$ cat src/rtl/piso_serializer.sv
// piso_serializer: parallel-in, serial-out shift register.
// Accepts an N-bit word on a valid/ready handshake and emits it one bit per
// clock on dout with dout_valid high. A new word can be accepted on the final
// bit of the current one, so back-to-back words leave no idle cycle.
//
// state | meaning
// ------+------------------------------------------------------------
// IDLE  | no word in flight; load_ready high (outside reset)
// SHIFT | word in flight; dout carries bit cnt; ready only on final bit
module piso_serializer #(
    parameter int N         = 32,
    parameter bit MSB_FIRST = 1'b1
) (
    input  logic         clk,
    input  logic         rst,
    input  logic [N-1:0] load_data,
    input  logic         load_valid,
    output logic         load_ready,
    output logic         dout,
    output logic         dout_valid,
    output logic         last,
    output logic         busy
);

    localparam int CW = (N > 2) ? $clog2(N) : 1;
    localparam logic [CW-1:0] CNT_LAST = CW'(N - 1);

    typedef enum logic {
        IDLE  = 1'b0,
        SHIFT = 1'b1
    } state_t;

    state_t         state;
    state_t         state_next;
    logic [N-1:0]   sr;
    logic [CW-1:0]  cnt;
    logic           at_end;
    logic           accept;

    assign at_end = (cnt == CNT_LAST);

    // Ready only when idle or on the final bit; held low while reset is high
    // so nothing can be accepted on a reset edge.
    assign load_ready = !rst && ((state == IDLE) || ((state == SHIFT) && at_end));
    assign accept     = load_valid && load_ready;
    assign busy       = dout_valid;

    // State register with synchronous reset.
    always_ff @(posedge clk) begin
        if (rst) begin
            state <= IDLE;
        end else begin
            state <= state_next;
        end
    end

    // Next-state decode and serial outputs.
    always_comb begin
        state_next = state;
        dout       = 1'b0;
        dout_valid = 1'b0;
        last       = 1'b0;
        case (state)
            IDLE: begin
                if (accept) begin
                    state_next = SHIFT;
                end
            end
            SHIFT: begin
                dout_valid = 1'b1;
                last       = at_end;
                dout       = MSB_FIRST ? sr[N-1] : sr[0];
                if (at_end && !accept) begin
                    state_next = IDLE;
                end
            end
            default: begin
                state_next = IDLE;
            end
        endcase
    end

    // Shift register and bit counter. The counter holds at N-1 when a word
    // ends without a reload, so it never wraps inside a word.
    always_ff @(posedge clk) begin
        if (rst) begin
            sr  <= '0;
            cnt <= '0;
        end else if (accept) begin
            sr  <= load_data;
            cnt <= '0;
        end else if ((state == SHIFT) && !at_end) begin
            sr  <= MSB_FIRST ? {sr[N-2:0], 1'b0} : {1'b0, sr[N-1:1]};
            cnt <= cnt + CW'(1);
        end
    end

endmodule

$ cat config.mk
export PLATFORM = sky130hd
export DESIGN_NAME = piso_serializer
export DESIGN_NICKNAME = d
export VERILOG_FILES = /design/src/rtl/piso_serializer.sv
export SDC_FILE = /design/constraint.sdc
export NUM_CORES = 1
export LEC_CHECK = 0
export CAP_MARGIN = 25
export CORE_UTILIZATION = 30
export CTS_CLUSTER_SIZE = 30
export DETAILED_ROUTE_END_ITERATION = 12
export GPL_ROUTABILITY_DRIVEN = 0
export PLACE_DENSITY_LB_ADDON = 0.05
export SLEW_MARGIN = 15
export SYNTH_ARGS = -nofsm -noshare
export SYNTH_HDL_FRONTEND = slang
export SYNTH_SLANG_ARGS = --single-unit
$ cat constraint.sdc
create_clock -name clk -period 2.3 [get_ports clk]
set_clock_uncertainty 0.1 [all_clocks]
set_input_delay 0.46 -clock clk [delete_from_list [all_inputs] [get_ports clk]]
set_output_delay 0.46 -clock clk [all_outputs]
set_load 0.03 [all_outputs]
==> results.cfg, run 1 <==
[timing]
period_share_pct = 92.9
relSlewSlack_pct = 65.8
rsz0062_at_grt = false
drv_slew = 0
finalSetupTns_ns = 0
setup_viol = 0
fin_crit_ns = 2.14
hold_viol = 0
worst_slew_pin_slew_ns = 0.513
whs_ns = 0.397
max_freq_mhz = 468

[logic_synthesis]
syn_inst = 177
synth_cell_types = 24
ys_seq_area_share_pct = 41.4
synth-edff-count = 0
synth_area_leaders = dfxtp_1 41%, mux2i_1 17%, a211oi_2 12%, nor2_1 6.9%, a211oi_1 6.1%
yosysTopAreaCellShare_pct = 41.4
synth_warnings = 0
ys_ff_latch = 38
syn_nets = 214
synth-async-reset-ratio_pct = 0
synth_top_cell_by_area = dfxtp_1
syn_area_um2 = 1840
syn_area_per_cell_um2 = 10.4
ys.flop_type = dfxtp_1
synth.most_common_cell = dfxtp_1
synth_common_cells = 38 x dfxtp_1, 34 x nor2_1, 32 x mux2i_1

[routing]
ant_nets = 0
viasPerCell = 4.67
drt_wl_total_um = 3610
num_vias = 1350
drc = 0
wire_per_inst_um = 12.5
drt_pre_antenna_iters = 2
first_iter_violations = 32

[clock_network]
clockBufferDepth = 2
cts_tree = done
cts_buffers = 5
clk_pin_slew_ns = 0.07
clkLatencyLatePin_ns = 0.28
htree_levels = 2
post_cts_buffers = 0
cts.sinks = 38
cts_hold_repair.buffers = 0
root_buffer = clkbuf_8

[global_routing]
antenna_found_initial = 0
overflow = 0
grt_pass1_wl_um = 6070
grt_pass1_vias = 1298
grt_use_total_pct = 12.3
grt_max_degree = 52

[worst_setup_path]
crit_path_cell_trace = ha_1 -> and3_1 -> ha_1 -> nor2b_1 -> nor2_1 -> buf_2
r2r_slack_ns = 0.29
crit_slowest_cell = dfxtp_1
reg2reg_depth = 7
worstSetupEndpointType = output port
arrival_ns = 1.58
crit_fanout = 3
critPathRequiredTime_ns = 1.74
worstSetupPathType = reg -> out
startpoint_type = flip-flop
max_stage_delay_ns = 0.32
cpMostUsedCell = ha_1

[power]
vdd_drop_max_v = 0.000197
power.leakage_uw = 0.000935
power_density_nw_per_um2 = 617

[floorplanning]
die_w_um = 80.2
ios = 40
rows = 28
start_util_pct = 31.0
dieArea_um2 = 6440
dieHeight_um = 80.2
coreArea_um2 = 5920

[worst_hold_path]
whs_path_depth = 2
hold_class = reg -> reg

[cells_and_area]
drive_gt1_share_pct = 16.8
antenna_cells = 0
final_nets = 251
area_delta_synth_final_pct = 25.7

[flow_run]
drv_cap = 0

[place]
dp_hpwl_um = 2370
io_buffer_count = 39

[outcome]
status = complete, no violations
==> worst max-delay path, delay by kind of cell (launching register included) <==
family / cells / cell delay (ns)
buf+inv: 1 / 0.18
flops: 1 / 0.32
fa+ha+maj: 2 / 0.40
simple gates: 3 / 0.40
==> metal layers <==
| metal | global-route usage [%] | up-vias | share of wire [%] |
|---|---|---|---|
| li1 | - | 703 | - |
| met1 | 15.0 | 616 | 49 |
| met2 | 20.0 | 26 | 45 |
| met3 | 3.98 | 5 | 5.3 |
| met4 | 4.29 | 0 | 1.4 |
| met5 | 0 | - | 0 |
==> sequential cells by signal (all words and copies together), names as in the netlist <==
name and flops:
sr 32, state 1, cnt 5
==> through the flow <==
step | setup WS [ns] | std cells | instance area, µm² | total power, µW | util, %
after floorplan | 0.317 | 177 | 1840 | 931 | -
after global placement | 0.0354 | 282 | 2240 | 1010 | 37.8
after detailed placement | 0.0458 | 282 | 2240 | 1020 | 37.8
after CTS | 0.0309 | 289 | 2310 | 1450 | 39.1
after global routing | 0.0638 | 289 | 2310 | 1510 | 39.0
final | 0.162 | 289 | 2310 | 1420 | 39.0
==> cell usage in the layout, fill, tap and decap left out, types with 3 or more instances in the layout <==
master / count
mux2i_1: 32
a21oi_1: 4
clkdlybuf4s50_1: 35
buf_4: 7
nor2_1: 34
a211oi_1: 15
nand3b_1: 4
a211oi_2: 17
buf_2: 3
dfxtp_1: 38
clkbuf_8: 5
==> final timing paths <==
check         start         end
max          cnt[0]  load_ready
min reg2reg  cnt[4]      cnt[4]
min          cnt[4]      cnt[4]
max reg2reg  cnt[0]      sr[17]
==> where the power goes <==
part / leakage, µW / switching, µW / internal, µW
sequential: 0.000315 / 26.0 / 710
combinational: 0.000582 / 123 / 137
clock: 0.0000383 / 219 / 209
total: 0.000935 / 368 / 1060
==> timing repair <==
item                       in CTS  in global routing
resized for setup               4                  5
setup endpoints to repair       2                 13
hold endpoints to repair        0                  0
==> final cells by class <==
cell class	count	area, µm²
tap	75	93.8
sequential	38	761
timing repair buffer	47	434
multi-input combinational	122	943
clock buffer	7	76.3
fill	608	3610
==> cell families after synthesis <==
| logic type | count (synthesis) | synth area share, % |
|---|---|---|
| AND/OR/NAND/NOR | 50 | 12.6 |
| adder cells (fa/ha/maj) | 2 | 1.36 |
| flip-flops | 38 | 41.4 |
| multiplexers | 33 | 18.3 |
| AO/OA/AOI/OAI | 37 | 19.1 |
| buffers and inverters | 17 | 7.22 |
No activity file was read; power rests on OpenSTA's default activity.
==> inputs of run 2 (changes only) <==
==> constraint.sdc (replaced) <==
create_clock -name clk -period 2.6 [get_ports clk]
set_clock_uncertainty 0.1 [all_clocks]
set_input_delay 0.52 -clock clk [delete_from_list [all_inputs] [get_ports clk]]
set_output_delay 0.52 -clock clk [all_outputs]
set_load 0.03 [all_outputs]
==> results.cfg, run 2 (synthesis results as in run 1) <==
[timing]
fin_crit_ns = 2.45
worst_slew_pin_slew_ns = 0.516
max_freq_mhz = 409
setup_viol = 0
rsz0062_at_grt = false
period_share_pct = 94.1
relSlewSlack_pct = 65.6
setup_slack_ns = 0.153
drv_slew = 0
hold_viol = 0
finalSetupTns_ns = 0

[place]
dp_hpwl_um = 2310
dp_slack_ns = 0.189
io_buffer_count = 39

[power]
power.leakage_uw = 0.000935
clock_power_share_pct = 32.4
vdd_drop_max_v = 0.000285
power_density_nw_per_um2 = 562
p_switching_uw = 344
intPower_uw = 964
pwr-share-seq_pct = 49.8
power_frac_comb_pct = 17.8
sw_frac_of_total_pct = 26.3
power_uw = 1310

[clock_network]
clkLatencyLatePin_ns = 0.29
cts.sinks = 38
cts_tree = done
clk_pin_slew_ns = 0.08
htree_levels = 2
clockBufferDepth = 2
cts_buffers = 5
root_buffer = clkbuf_8

[cells_and_area]
largest_registers = sr: 32 flops, cnt: 5 flops, state: 1 flops
regMostFlops = sr
layout_common_cells = 38 x dfxtp_1, 35 x clkdlybuf4s50_1, 34 x nor2_1, 32 x mux2i_1, 17 x a211oi_2
layout_commonest_cell = dfxtp_1
antenna_cells = 0
n_fill_cell = 592
area_delta_synth_final_pct = 26.7
final_nets = 247
largest_reg_flops = 32
drive_gt1_share_pct = 15.6

[worst_setup_path]
crit_slowest_cell = dfxtp_1
crit_fanout = 4
path_buf_inv = 1
critPathTopFamily = adder cells
worstSetupEndpointType = output port
r2r_slack_ns = 0.52
crit_cells = 6
reg2reg_from = cnt[0]
crit_path_cell_trace = ha_1 -> and3_1 -> ha_1 -> nor2b_1 -> nor2_1 -> clkdlybuf4s15_1
max_stage_delay_ns = 0.34
reg2reg_depth = 6
cpMostUsedCell = ha_1
r2r-end = cnt[2]
arrival_ns = 1.83
worstSetupPathType = reg -> out
critPathRequiredTime_ns = 1.98
startpoint_type = flip-flop

[global_routing]
grt_pass1_vias = 1286
grt_max_degree = 39
overflow = 0
grt_use_total_pct = 11.9
antenna_found_initial = 0
grt_pass1_wl_um = 5840

[floorplanning]
ios = 40
die_w_um = 80.2
start_util_pct = 31.0
dieArea_um2 = 6440
coreArea_um2 = 5920
rows = 28
dieHeight_um = 80.2

[routing]
drt_pre_antenna_iters = 4
drt_wl_total_um = 3660
ant_nets = 0
viasPerCell = 4.69
first_iter_violations = 35
drc = 0
num_vias = 1341
wire_per_inst_um = 12.8

[flow_run]
drv_cap = 0

[outcome]
status = complete, no violations

[worst_hold_path]
whs_path_depth = 2
hold_start = cnt[4]
holdPathEnd = cnt[4]
hold_class = reg -> reg
[run 2: per-stage QoR]
stage	area [µm²]	cells	utilization, %	hold WS (ns)
global route	2330	286	39.3	0.412
CTS	2330	286	39.3	0.400
floorplan	1840	177	-	0.367
finish	2330	286	39.3	0.396
global placement	2230	278	37.7	0.382
detailed placement	2230	278	37.7	0.385
[run 2: cell type report]
cell class,instances,area (µm²),share of cell area [%]
clock buffers,6,82.6,3.55
clock inverters,2,12.5,0.538
multi-input cells,122,943,40.5
flip-flops and latches,38,761,32.7
well taps,75,93.8,4.03
repair buffers,43,434,18.7
[run 2: worst register-to-register path, cell delays in order, from the launching register on]
cell      delay [ns]
dfxtp_1         0.34
ha_1            0.23
and3_1          0.19
ha_1            0.20
nand2b_4        0.34
mux2_4          0.39
a211oi_2        0.22
[run 2: repair_timing]
item	CTS	global route
gates resized for setup	2	1
setup buffers	0	0
hold buffers	0	0
hold endpoints to repair	0	0
setup endpoints to repair	2	1
[run 2: power by group through the flow]
stage | Combinational, µW | Clock [µW] | Sequential [µW]
6_report | 233 | 424 | 651
5_1_grt | 255 | 472 | 658
4_1_cts | 237 | 451 | 652
3_5_place_dp | 236 | 0 | 666
3_3_place_gp | 232 | 0 | 664
2_1_floorplan | 162 | 0 | 661
[run 2: worst max path at each step]
stage          slack [ns]          to   start
3_3_place_gp         0.22  load_ready  cnt[0]
5_1_grt             0.002  load_ready  cnt[0]
6_report             0.15  load_ready  cnt[0]
3_5_place_dp         0.19  load_ready  cnt[0]
2_1_floorplan        0.56  load_ready  cnt[0]
4_1_cts              0.12  load_ready  cnt[0]
[run 2: layer usage]
layer / part of all wire, % / GRT usage (%) / vias up
li1: - / - / 697
met1: 48 / 13.8 / 610
met2: 46 / 20.8 / 29
met3: 5.0 / 3.52 / 5
met4: 1.4 / 3.75 / 0
met5: 0 / 0 / -
==> inputs of run 3 (changes only) <==
--- a/config.mk
+++ b/config.mk
@@ -10,6 +10,7 @@
 export CTS_CLUSTER_SIZE = 30
 export DETAILED_ROUTE_END_ITERATION = 12
 export GPL_ROUTABILITY_DRIVEN = 0
+export MAX_ROUTING_LAYER = met4
 export PLACE_DENSITY_LB_ADDON = 0.05
 export SLEW_MARGIN = 15
 export SYNTH_ARGS = -nofsm -noshare
==> results of run 3 <==
Same layout as run 2: the final DEF is identical, and so are final timing and power.
Main changes from that run: overall routing resource usage 11.9% -> 12.2%
